$ cat config.mk
export PLATFORM = sky130hd
export DESIGN_NAME = hazard_fwd_ctrl
export DESIGN_NICKNAME = d
export VERILOG_FILES = /design/src/rtl/core_pkg.sv /design/src/rtl/fwd_sel_unit.sv /design/src/rtl/hazard_fwd_ctrl.sv
export SDC_FILE = /design/constraint.sdc
export NUM_CORES = 1
export LEC_CHECK = 0
export BUFFER_PORTS_ARGS = -buffer_cell sky130_fd_sc_hd__buf_2
export CORE_ASPECT_RATIO = 1.5
export CORE_MARGIN = 3
export CORE_UTILIZATION = 54
export CTS_BUF_LIST = sky130_fd_sc_hd__clkbuf_16
export DETAILED_ROUTE_END_ITERATION = 6
export GPL_TIMING_DRIVEN = 0
export PLACE_DENSITY = 0.8
export SLEW_MARGIN = 10
export SYNTH_ARGS = -nofsm -noshare
export SYNTH_HDL_FRONTEND = slang
export SYNTH_SLANG_ARGS = --single-unit
$ cat constraint.sdc
create_clock -name clk -period 2.8 [get_ports clk]
set_clock_uncertainty 0.2 [all_clocks]
set_input_delay 0.7 -clock clk [delete_from_list [all_inputs] [get_ports clk]]
set_output_delay 0.7 -clock clk [all_outputs]
set_load 0.02 [all_outputs]
$ cat src/rtl/core_pkg.sv
// Shared definitions for the core's hazard/forwarding logic: forwarding mux
// codes, the hazard FSM state encoding and the architectural zero register.
package core_pkg;

    localparam logic [1:0] FWD_RF  = 2'd0;
    localparam logic [1:0] FWD_MEM = 2'd1;
    localparam logic [1:0] FWD_WB  = 2'd2;

    localparam logic [4:0] REG_ZERO = 5'd0;

    typedef enum logic {
        ST_RUN   = 1'b0,
        ST_STALL = 1'b1
    } hz_state_e;

endpackage

$ cat src/rtl/fwd_sel_unit.sv
// Per-operand forwarding priority compare: picks the youngest in-flight
// producer of rs, or the register file when nothing matches.
module fwd_sel_unit
    import core_pkg::*;
(
    input  logic [4:0] rs,
    input  logic [4:0] ex_rd,
    input  logic       ex_reg_write,
    input  logic [4:0] mem_rd,
    input  logic       mem_reg_write,
    output logic [1:0] sel
);

    // x0 is hardwired; a pending "write" to it must never be forwarded.
    always_comb begin
        sel = FWD_RF;
        if (rs != REG_ZERO) begin
            if (ex_reg_write && ex_rd == rs)
                sel = FWD_MEM;
            else if (mem_reg_write && mem_rd == rs)
                sel = FWD_WB;
        end
    end

endmodule

$ cat src/rtl/hazard_fwd_ctrl.sv
// Hazard controller for the 5-stage core: shadow EX/MEM/WB destination
// tracking, registered forwarding selects, load-use stalls, branch flushes.
module hazard_fwd_ctrl
    import core_pkg::*;
#(
    parameter int LU_STALL_CYCLES = 1,
    parameter int CNT_W           = 32
) (
    input  logic             clk,
    input  logic             rst_n,
    input  logic             id_valid,
    input  logic [4:0]       id_rs1,
    input  logic [4:0]       id_rs2,
    input  logic [4:0]       id_rd,
    input  logic             id_reg_write,
    input  logic             id_mem_read,
    input  logic             ex_branch_taken,
    output logic [1:0]       fwd_a_sel,
    output logic [1:0]       fwd_b_sel,
    output logic             stall,
    output logic             flush_if_id,
    output logic             flush_id_ex,
    output logic [CNT_W-1:0] stall_cnt,
    output logic [CNT_W-1:0] flush_cnt
);

    logic [4:0] ex_rd, mem_rd, wb_rd;
    logic       ex_reg_write, mem_reg_write, wb_reg_write;
    logic       ex_mem_read, mem_mem_read, wb_mem_read;

    hz_state_e  state, next_state;
    logic [1:0] scnt, scnt_next;
    logic       stall_raw;
    logic       hazard;
    logic       id_ok;
    logic [1:0] sel_a, sel_b;

    assign hazard = id_valid && ex_mem_read && ex_reg_write && (ex_rd != REG_ZERO) &&
                    ((ex_rd == id_rs1) || (ex_rd == id_rs2));

    always_comb begin
        next_state = state;
        scnt_next  = scnt;
        stall_raw  = 1'b0;
        if (ex_branch_taken) begin
            next_state = ST_RUN;
        end else begin
            case (state)
                ST_RUN: begin
                    if (hazard) begin
                        stall_raw = 1'b1;
                        if (LU_STALL_CYCLES > 1) begin
                            next_state = ST_STALL;
                            scnt_next  = 2'(LU_STALL_CYCLES - 1);
                        end
                    end
                end
                ST_STALL: begin
                    stall_raw = 1'b1;
                    scnt_next = scnt - 2'd1;
                    if (scnt == 2'd1)
                        next_state = ST_RUN;
                end
                default: next_state = ST_RUN;
            endcase
        end
    end

    // Gated by rst_n so nothing leaks out while the core is held in reset.
    assign stall       = rst_n && stall_raw;
    assign flush_if_id = rst_n && ex_branch_taken;
    assign flush_id_ex = rst_n && ex_branch_taken;

    assign id_ok = id_valid && !stall && !flush_id_ex;

    always_ff @(posedge clk or negedge rst_n) begin
        if (!rst_n) begin
            state <= ST_RUN;
            scnt  <= 2'd0;
        end else begin
            state <= next_state;
            scnt  <= scnt_next;
        end
    end

    always_ff @(posedge clk or negedge rst_n) begin
        if (!rst_n) begin
            ex_rd         <= REG_ZERO;
            ex_reg_write  <= 1'b0;
            ex_mem_read   <= 1'b0;
            mem_rd        <= REG_ZERO;
            mem_reg_write <= 1'b0;
            mem_mem_read  <= 1'b0;
            wb_rd         <= REG_ZERO;
            wb_reg_write  <= 1'b0;
            wb_mem_read   <= 1'b0;
        end else begin
            if (id_ok) begin
                ex_rd        <= id_rd;
                ex_reg_write <= id_reg_write;
                ex_mem_read  <= id_mem_read;
            end else begin
                ex_rd        <= REG_ZERO;
                ex_reg_write <= 1'b0;
                ex_mem_read  <= 1'b0;
            end
            mem_rd        <= ex_rd;
            mem_reg_write <= ex_reg_write;
            mem_mem_read  <= ex_mem_read;
            wb_rd         <= mem_rd;
            wb_reg_write  <= mem_reg_write;
            wb_mem_read   <= mem_mem_read;
        end
    end

    fwd_sel_unit u_fwd_a (
        .rs            (id_rs1),
        .ex_rd         (ex_rd),
        .ex_reg_write  (ex_reg_write),
        .mem_rd        (mem_rd),
        .mem_reg_write (mem_reg_write),
        .sel           (sel_a)
    );

    fwd_sel_unit u_fwd_b (
        .rs            (id_rs2),
        .ex_rd         (ex_rd),
        .ex_reg_write  (ex_reg_write),
        .mem_rd        (mem_rd),
        .mem_reg_write (mem_reg_write),
        .sel           (sel_b)
    );

    always_ff @(posedge clk or negedge rst_n) begin
        if (!rst_n) begin
            fwd_a_sel <= FWD_RF;
            fwd_b_sel <= FWD_RF;
        end else begin
            fwd_a_sel <= id_ok ? sel_a : FWD_RF;
            fwd_b_sel <= id_ok ? sel_b : FWD_RF;
        end
    end

    always_ff @(posedge clk or negedge rst_n) begin
        if (!rst_n) begin
            stall_cnt <= '0;
            flush_cnt <= '0;
        end else begin
            if (stall && stall_cnt != '1)
                stall_cnt <= stall_cnt + CNT_W'(1);
            if (ex_branch_taken && flush_cnt != '1)
                flush_cnt <= flush_cnt + CNT_W'(1);
        end
    end

endmodule

==> results of run 1 <==
[worst max-delay path, cell delays in order]
cell and delay [ps]:
buf_2 130, xnor2_1 170, nand3_1 160, nor3_4 210, nor3_4 100, nor2_2 190
buf_4 170
[flip-flops by register name (all words and copies together), names as in the netlist]
signal / flops
ex_mem_read: 1
ex_rd: 5
ex_reg_write: 1
flush_cnt: 32
fwd_a_sel: 2
fwd_b_sel: 2
mem_rd: 5
mem_reg_write: 1
scnt: 2
stall_cnt: 32
state: 1
[layer usage]
metal	global-route usage, %	up-vias
met4	9.31	0
li1	-	1491
met5	0	-
met1	24.6	1504
met2	39.5	90
met3	5.45	14
[cell usage after synthesis]
cell,count
nand2_1,38
nor2b_1,1
xor2_1,26
buf_4,1
or3_4,1
a31o_2,1
and3_2,1
and3_1,17
a31oi_1,2
nor2_4,1
ha_1,3
a21oi_1,2
a41o_1,1
nor3_1,16
and2_1,5
dfrtp_1,84
o211a_1,1
or4_1,2
nor4b_1,1
nand4_2,2
nand4_1,18
nor4_1,5
o21ai_0,4
or3_2,1
nor2_1,25
o211ai_1,1
mux2_2,4
a21o_4,1
and4_1,9
nor4_4,1
xnor2_1,54
buf_6,2
inv_1,8
nand3_2,1
nand3_1,24
nor3_2,1
nand3b_1,1
[per-stage QoR]
step	cell area, um^2	setup WS [ps]	utilization [%]	cells	total power, uW
6_report	4920	74.9	70.4	573	2680
5_1_grt	4920	3.82	70.4	573	2790
4_1_cts	4890	19.7	69.9	571	2690
3_5_place_dp	4580	-197	65.6	555	1670
3_3_place_gp	4550	-1210	65.2	554	1660
2_1_floorplan	3980	210	-	366	1530
[layout make-up]
type / instances / area, um^2
Clock buffer: 9 / 225
Fill cell: 535 / 2070
Clock inverter: 6 / 23.8
Buffer: 3 / 30.0
Multi-Input combinational cell: 271 / 1850
Sequential cell: 84 / 2100
Timing Repair Buffer: 95 / 539
Inverter: 8 / 30.0
Tap cell: 97 / 121
[worst paths after layout]
kind	slack (ps)	endpoint	start
worst max-delay path	70	stall	id_rs1[0]
worst min-delay path	40	mem_rd[0]$_DFF_PN0_	rst_n
worst max register to register	290	stall_cnt[17]$_DFFE_PN0P_	stall_cnt[0]$_DFFE_PN0P_
worst min register to register	250	mem_reg_write$_DFF_PN0_	ex_reg_write$_DFF_PN0_
max in group asynchronous	1760	flush_cnt[3]$_DFFE_PN0P_	rst_n
min in group clk	250	mem_reg_write$_DFF_PN0_	ex_reg_write$_DFF_PN0_
[logic make-up (layout without fill, tap and decap cells)]
| kind of cell | after synthesis | count (layout) |
|---|---|---|
| flip-flops | 84 | 84 |
| adder cells (fa/ha/maj) | 3 | 3 |
| XOR/XNOR | 80 | 80 |
| AO/OA/AOI/OAI | 13 | 13 |
| AND/OR/NAND/NOR | 171 | 171 |
| multiplexers | 4 | 4 |
| buffers and inverters | 11 | 121 |
[power by group through the flow]
stage / Combinational, uW / Sequential (uW) / Clock, uW
after floorplan: 115 / 1420 / 0
after global placement: 294 / 1360 / 0
after detailed placement: 306 / 1370 / 0
after CTS: 317 / 1350 / 1030
after global routing: 348 / 1360 / 1090
final: 317 / 1350 / 1020
[what timing repair did]
item	4_1_cts	5_1_grt
endpoints found under the setup margin	2	1
gates resized for setup	5	4
setup buffers	0	2
gates cloned	1	0
pin swaps	0	4
==> flow_metrics.tcl, run 1 <==
set metrics [dict create \
    finalHoldViolations 0 \
    coreArea_mm2 0.00699 \
    met1_length_mm 3.48 \
    tightest_slew_ps 945 \
    synthTopCellsByArea "dfrtp_1 53%, xnor2_1 12%, xor2_1 5.7%, nand2_1 3.6%, nand3_1 3.0%" \
    syn_area_mm2 0.00398 \
    drc 0 \
    gp_congestion 0.858 \
    period_needed_ps 2730 \
    place.detailed.hpwl_mm 6.35 \
    final_cell_mix "89 x buf_2, 84 x dfrtp_1, 54 x xnor2_1" \
    antenna_found_initial 0 \
    synth_xor_area_share_pct 17.6 \
    dr_wl_met3_um 427 \
    whs_ps 40.8 \
    avgSynthCellArea_um2 10.9 \
    numCtsBuffers 9 \
    required_ps 1900 \
    swShare_pct 26.2 \
    outcome "finished clean" \
    drive_above_1_share_pct 26.7 \
    max_cap_viol_count 0 \
    portBuffers 91 \
    ys_seq_elements 84 \
    wl_met2_mm 4.75 \
    setup_viol 0 \
    die_y_um 111 \
    critPathLaunchType "input port" \
    vias 3099 \
    yosysTopAreaCellShare_pct 52.8 \
    grt.total_usage_pct 22.0 \
    worst_hold_path_type "input port to asynchronous set/reset pin" \
    clk_latency_ps 340 \
    rsz0062_at_grt "false" \
    routed.top_layer "met4" \
    ioPinCount 92 \
    wl_per_cell_um 15.4 \
    areaGrowthSynthToFinish_pct 23.8 \
    grt_max_degree 32 \
    detail-route-antenna-nets 0 \
    setup-tns-final_ps 0 \
    layout_commonest_cell "buf_2" \
    die_area_mm2 0.00845 \
    die_x_um 76.1 \
    worst_ir_drop_vdd_mv 0.428 \
    synth_nets 390 \
    holdBufCountCts 0 \
    antenna_cells 0 \
    power.leakage_uw 0.00249 \
    worst-setup-path-type "input port to primary output" \
    grt_pass1_vias 3151 \
    initial_core_util_pct 56.9 \
    cellPowerDensity_mw_per_mm2 544 \
    synth_warnings 0 \
    synth-compound-area-share_pct 2.36 \
    viasPerCell 5.41 \
    slew_headroom_pct 36.5 \
    synth_top_family_by_area "simple AND/OR/NAND/NOR gates" \
    grt_pass1_wl_mm 14.8 \
    cts_sinks 84 \
    p_int_uw 1980 \
    yosysTopAreaCell "dfrtp_1" \
    power_frac_comb_pct 11.8 \
    seq_area_frac_synth_pct 52.8 \
    clkTransAtPathRegs_ps 50 \
    drt_first_pass_iters 4 \
    wl_mm 8.81 \
    yosys-mux-area-fraction_pct 1.13 \
    cp_max_fo 4 \
    cts_root_buffer "clkbuf_16" \
    p_seq_share_pct 50.3 \
    switchingPower_uw 702 \
    synth_simple_gate_area_share_pct 23.6 \
    end_kind "primary output" \
    cts_tree "built" \
    clockPowerShare_pct 37.9 \
    max_freq_mhz 367 \
    period_share_pct 97.3 \
    drv_slew 0 \
    grt_overflow_total 0 \
    fin_nets 496 \
    synthAdderAreaFrac_pct 0.944 \
    initialDrtViolationCount 151 \
    clockBufferDepth 2 \
    postSynthCellCount 366 \
    rows 37 \
    worstPathArrival_ps 1830 \
    worstRegToRegCells 9 \
    ctsHtreeMaxLevel 3 \
    ys_types 37 \
]
No activity file was read; power rests on OpenSTA's default activity.
==> run 2, diff against run 1 <==
--- a/config.mk
+++ b/config.mk
@@ -6,13 +6,13 @@
 export NUM_CORES = 1
 export LEC_CHECK = 0
 export BUFFER_PORTS_ARGS = -buffer_cell sky130_fd_sc_hd__buf_2
-export CORE_ASPECT_RATIO = 1.5
+export CORE_ASPECT_RATIO = 1.75
 export CORE_MARGIN = 3
-export CORE_UTILIZATION = 54
+export CORE_UTILIZATION = 45
 export CTS_BUF_LIST = sky130_fd_sc_hd__clkbuf_16
 export DETAILED_ROUTE_END_ITERATION = 6
 export GPL_TIMING_DRIVEN = 0
-export PLACE_DENSITY = 0.8
+export PLACE_DENSITY = 0.69
 export SLEW_MARGIN = 10
 export SYNTH_ARGS = -nofsm -noshare
 export SYNTH_HDL_FRONTEND = slang
==> run 2 against run 1 <==
  * Combinational power is 3% lower
  * Power is 2.5% higher
  * Global-route usage is 3.7 points lower
  * Wire length is 0.58% lower
  * First-iteration DRC count is 21% higher
  * Critical path depth stayed put
  * Critical endpoint unchanged
  * Via count is 1.2% higher
  * Final area hardly changed
  * Sequential power hardly changed
  * Final cell count is 2.8% higher
  * Die area is 19% higher
==> flow_metrics.tcl, run 2 (synthesis results as in run 1) <==
set metrics [dict create \
    grt_overflow_total 0 \
    final_cell_mix "90 x buf_2, 84 x dfrtp_1, 54 x xnor2_1" \
    max_cap_viol_count 0 \
    setup_viol 0 \
    fin_nets 494 \
    drt_first_pass_iters 4 \
    required_ps 1900 \
    die_x_um 77.1 \
    period_share_pct 97.2 \
    portBuffers 91 \
    cts_root_buffer "clkbuf_16" \
    drive_above_1_share_pct 26.4 \
    total_power_uw 2750 \
    max_freq_mhz 367 \
    grt_max_degree 45 \
    worstPathArrival_ps 1820 \
    clkTransAtPathRegs_ps 50 \
    clk_latency_ps 330 \
    grt_pass1_vias 3155 \
    finalHoldViolations 0 \
    cts_tree "built" \
    cellPowerDensity_mw_per_mm2 558 \
    slew_headroom_pct 35.0 \
    antenna_cells 0 \
    vias 3136 \
    wl_per_cell_um 14.9 \
    layout_commonest_cell "buf_2" \
    tightest_slew_ps 967 \
    detail-route-antenna-nets 0 \
    grt_pass1_wl_mm 14.6 \
    worst_ir_drop_vdd_mv 0.394 \
    drv_slew 0 \
    cp_max_fo 4 \
    antenna_found_initial 0 \
    largestRegisters "flush_cnt: 32 flops, stall_cnt: 32 flops" \
    ctsHtreeMaxLevel 3 \
    coreArea_mm2 0.00848 \
    rows 44 \
    critPathLaunchType "input port" \
    grt.total_usage_pct 18.3 \
    outcome "finished clean" \
    die_y_um 130 \
    clockBufferDepth 2 \
    gp_congestion 0.927 \
    cts_sinks 84 \
    worstRegToRegCells 9 \
    areaGrowthSynthToFinish_pct 23.7 \
    period_needed_ps 2720 \
    viasPerCell 5.32 \
    worst_hold_path_type "input port to asynchronous set/reset pin" \
    end_kind "primary output" \
    place_area_mm2 0.00460 \
    place.detailed.hpwl_mm 6.67 \
    die_area_mm2 0.0100 \
    worst-setup-path-type "input port to primary output" \
    initialDrtViolationCount 182 \
    initial_core_util_pct 46.9 \
    final_area_mm2 0.00492 \
    numCtsBuffers 9 \
    power.leakage_uw 0.00247 \
    ioPinCount 92 \
    drc 0 \
    whs_ps 78.3 \
    wl_mm 8.76 \
]
==> run 2: worst max-delay path: stages <==
cell	delay, ps
buf_2	120
xnor2_1	140
nand3_1	170
nor3_4	230
nor3_4	100
nor2_2	170
buf_2	190
==> run 2: worst paths after layout <==
path                                           from  slack [ps]                   endpoint
max                                       id_rs1[0]          80                      stall
min                                           rst_n          80     fwd_b_sel[0]$_DFF_PN0_
max reg2reg                stall_cnt[0]$_DFFE_PN0P_         280  stall_cnt[19]$_DFFE_PN0P_
min reg2reg                  ex_reg_write$_DFF_PN0_         240    mem_reg_write$_DFF_PN0_
max in group asynchronous                     rst_n        1770  flush_cnt[11]$_DFFE_PN0P_
min in group clk             ex_reg_write$_DFF_PN0_         240    mem_reg_write$_DFF_PN0_
==> run 2: routing by layer <==
layer	vias to the layer above	track usage (%)	share of wire (%)	wire (um)
met4	0	7.13	2.5	215
met1	1538	18.7	36	3190
met5	-	0	0	0
met2	97	35.6	56	4930
met3	15	4.25	4.8	420
li1	1486	-	-	-
==> run 2: power by group <==
part,total [uW],switching [uW],internal [uW]
Clock,1090,425,669
Combinational,306,185,121
Sequential,1350,73.5,1270
Total,2750,683,2060
==> run 2: final cells by class <==
cell class	instances	area (um^2)
plain buffers	3	30.0
clock buffers	9	225
clock inverters	6	48.8
fillers	759	3560
inverters	8	30.0
multi-input cells	271	1850
flip-flops and latches	84	2100
well taps	115	144
repair buffers	93	489
==> run 2: stage by stage <==
step / util, % / std cells / worst slack, ps / TNS [ps]
finish: 58.0 / 589 / 78.7 / 0
global route: 58.0 / 589 / -35.0 / -35.0
CTS: 57.7 / 588 / 7.63 / 0
detailed placement: 54.3 / 573 / -210 / -210
global placement: 54.0 / 572 / -1240 / -41320
floorplan: - / 366 / 210 / 0
==> run 2: what timing repair did <==
item,4_1_cts,5_1_grt
setup buffers,0,1
pin swaps,1,2
gates resized for setup,5,3
gates cloned,0,0
hold buffers,0,0
setup endpoints to repair,1,1
==> run 3, diff against run 2 <==
--- a/config.mk
+++ b/config.mk
@@ -5,7 +5,7 @@
 export SDC_FILE = /design/constraint.sdc
 export NUM_CORES = 1
 export LEC_CHECK = 0
-export BUFFER_PORTS_ARGS = -buffer_cell sky130_fd_sc_hd__buf_2
+export BUFFER_PORTS_ARGS = -buffer_cell sky130_fd_sc_hd__buf_4
 export CORE_ASPECT_RATIO = 1.75
 export CORE_MARGIN = 3
 export CORE_UTILIZATION = 45
==> run 3 against run 2 <==
  * Setup slack better by 64 ps
  * Sequential power about the same
  * Worst hold slack better by 4.4 ps
  * Flip-flop and latch count unchanged
  * Clock-buffer cell count unchanged
  * Non-clock buffer count down 1
  * Combinational power up 10%
  * Maximum frequency up 2.4%
  * Register-to-register slack about the same
  * Sequential share of layout area down 1.7 points
  * Global-route usage up 0.86 points
  * Core utilization up 2.4 points
  * Critical path type unchanged
  * Highest routed layer unchanged
==> flow_metrics.tcl, run 3 (synthesis results as in run 1) <==
set metrics [dict create \
    period_needed_ps 2660 \
    drt_first_pass_iters 4 \
    period_share_pct 94.9 \
    r2r_start "stall_cnt[0]$_DFFE_PN0P_" \
    die_area_mm2 0.0100 \
    cts_sinks 84 \
    critPathLaunchType "input port" \
    ioPinCount 92 \
    required_ps 1900 \
    max_cap_viol_count 0 \
    areaGrowthSynthToFinish_pct 28.9 \
    layout.cells.non_filler 589 \
    worst-setup-path-type "input port to primary output" \
    initial_core_util_pct 46.9 \
    dp_slack_ps -511 \
    end_kind "primary output" \
    fin_nets 493 \
    power.leakage_uw 0.00248 \
    clk_latency_ps 330 \
    clkTransAtPathRegs_ps 60 \
    grt_pass1_wl_mm 15.0 \
    worstRegToRegCells 8 \
    drv_slew 0 \
    rsz0062_at_grt "false" \
    detail-route-antenna-nets 0 \
    busiest_layer "met2" \
    cellPowerDensity_mw_per_mm2 534 \
    worstPathArrival_ps 1760 \
    dp_cells 572 \
    cp-endpoint "stall" \
    wl_per_cell_um 15.4 \
    tightest_slew_ps 1020 \
    cp_max_fo 4 \
    total_power_uw 2740 \
    setup_viol 0 \
    grt_overflow_total 0 \
    layout_commonest_cell "buf_4" \
    viasPerCell 5.31 \
    grt_pass1_vias 3191 \
    worst_ir_drop_vdd_mv 0.421 \
    coreArea_mm2 0.00848 \
    crit_chain "buf_4 -> xnor2_1 -> nand3_1 -> nor3_4 -> nor3_4 -> nor2_4 -> buf_4" \
    cp-startpoint "id_rs1[0]" \
    rows 44 \
    largestRegisters "flush_cnt: 32 flops, stall_cnt: 32 flops" \
    place.detailed.hpwl_mm 6.71 \
    fin_ws_ps 142 \
    gr-usage-met3_pct 4.73 \
    setup-tns-final_ps 0 \
    gp_congestion 0.914 \
    antenna_found_initial 0 \
    r2r_setup_slack_ps 280 \
    drc 0 \
    max_freq_mhz 376 \
    wl_mm 9.08 \
    die_x_um 77.1 \
    reg2reg_to "stall_cnt[8]$_DFFE_PN0P_" \
    holdBufCountCts 0 \
    antenna_cells 0 \
    die_y_um 130 \
    grt_max_degree 87 \
    grt.total_usage_pct 19.1 \
    numCtsBuffers 9 \
    drive_above_1_share_pct 26.8 \
    cp_slowest_stage_delay_ps 330 \
    ctsHtreeMaxLevel 3 \
    use_met1_pct 20.6 \
    finalHoldViolations 0 \
    final_cell_mix "92 x buf_4, 84 x dfrtp_1, 54 x xnor2_1" \
    met2_usage_pct 34.9 \
    worst_hold_path_type "input port to asynchronous set/reset pin" \
    crit_path_top_delay_cell "nor3_4" \
    slew_headroom_pct 31.6 \
    clockBufferDepth 2 \
    vias 3130 \
    outcome "finished clean" \
    initialDrtViolationCount 109 \
    cts_tree "built" \
    cts_root_buffer "clkbuf_16" \
    portBuffers 91 \
]
[run 3: final cells by class]
class / count / area, um^2
Buffer: 3 / 30.0
Clock buffer: 9 / 225
Clock inverter: 7 / 35.0
Fill cell: 753 / 3350
Inverter: 8 / 30.0
Multi-Input combinational cell: 271 / 1860
Sequential cell: 84 / 2100
Tap cell: 115 / 144
Timing Repair Buffer: 92 / 703
[run 3: repair_timing]
| item | in CTS | in global routing |
|---|---|---|
| pin swaps | 0 | 2 |
| setup buffers | 0 | 1 |
| cloned | 0 | 0 |
| endpoints found under the setup margin | 23 | 1 |
| gates resized for setup | 9 | 2 |
[run 3: worst min-delay path by stage]
stage / from / end / slack (ps) / cells after the start
after CTS: rst_n / ex_rd[3]$_DFF_PN0_ / 110 / 1
after floorplan: ex_reg_write$_DFF_PN0_ / mem_reg_write$_DFF_PN0_ / 190 / 0
after global placement: ex_reg_write$_DFF_PN0_ / mem_reg_write$_DFF_PN0_ / 220 / 0
after detailed placement: ex_reg_write$_DFF_PN0_ / mem_reg_write$_DFF_PN0_ / 230 / 0
after global routing: rst_n / mem_rd[0]$_DFF_PN0_ / 110 / 1
final: rst_n / mem_rd[0]$_DFF_PN0_ / 80 / 1
[run 3: power breakdown]
part,internal (uW),switching [uW]
combinational,154,183
clock,587,458
sequential,1270,80.6
total,2010,722
[run 3: worst max-delay path, delay by kind of cell]
kind / cells / cell delay (ps)
buffers and inverters: 2 / 300
xor gates and xnor gates: 1 / 120
and+or+nand+nor: 4 / 640
[run 3: per-stage QoR]
| stage | util, % | instance area, um^2 | hold slack, ps |
|---|---|---|---|
| 4_1_cts | 60.2 | 5110 | 106 |
| 2_1_floorplan | - | 3980 | 194 |
| 3_5_place_dp | 56.7 | 4800 | 228 |
| 3_3_place_gp | 56.7 | 4800 | 224 |
| 5_1_grt | 60.5 | 5130 | 114 |
| 6_report | 60.5 | 5130 | 82.7 |
[run 3: per-layer routing]
layer,vias to the layer above,share of wire [%]
met2,97,55
li1,1476,-
met1,1538,37
met5,-,0
met4,0,2.9
met3,19,4.7
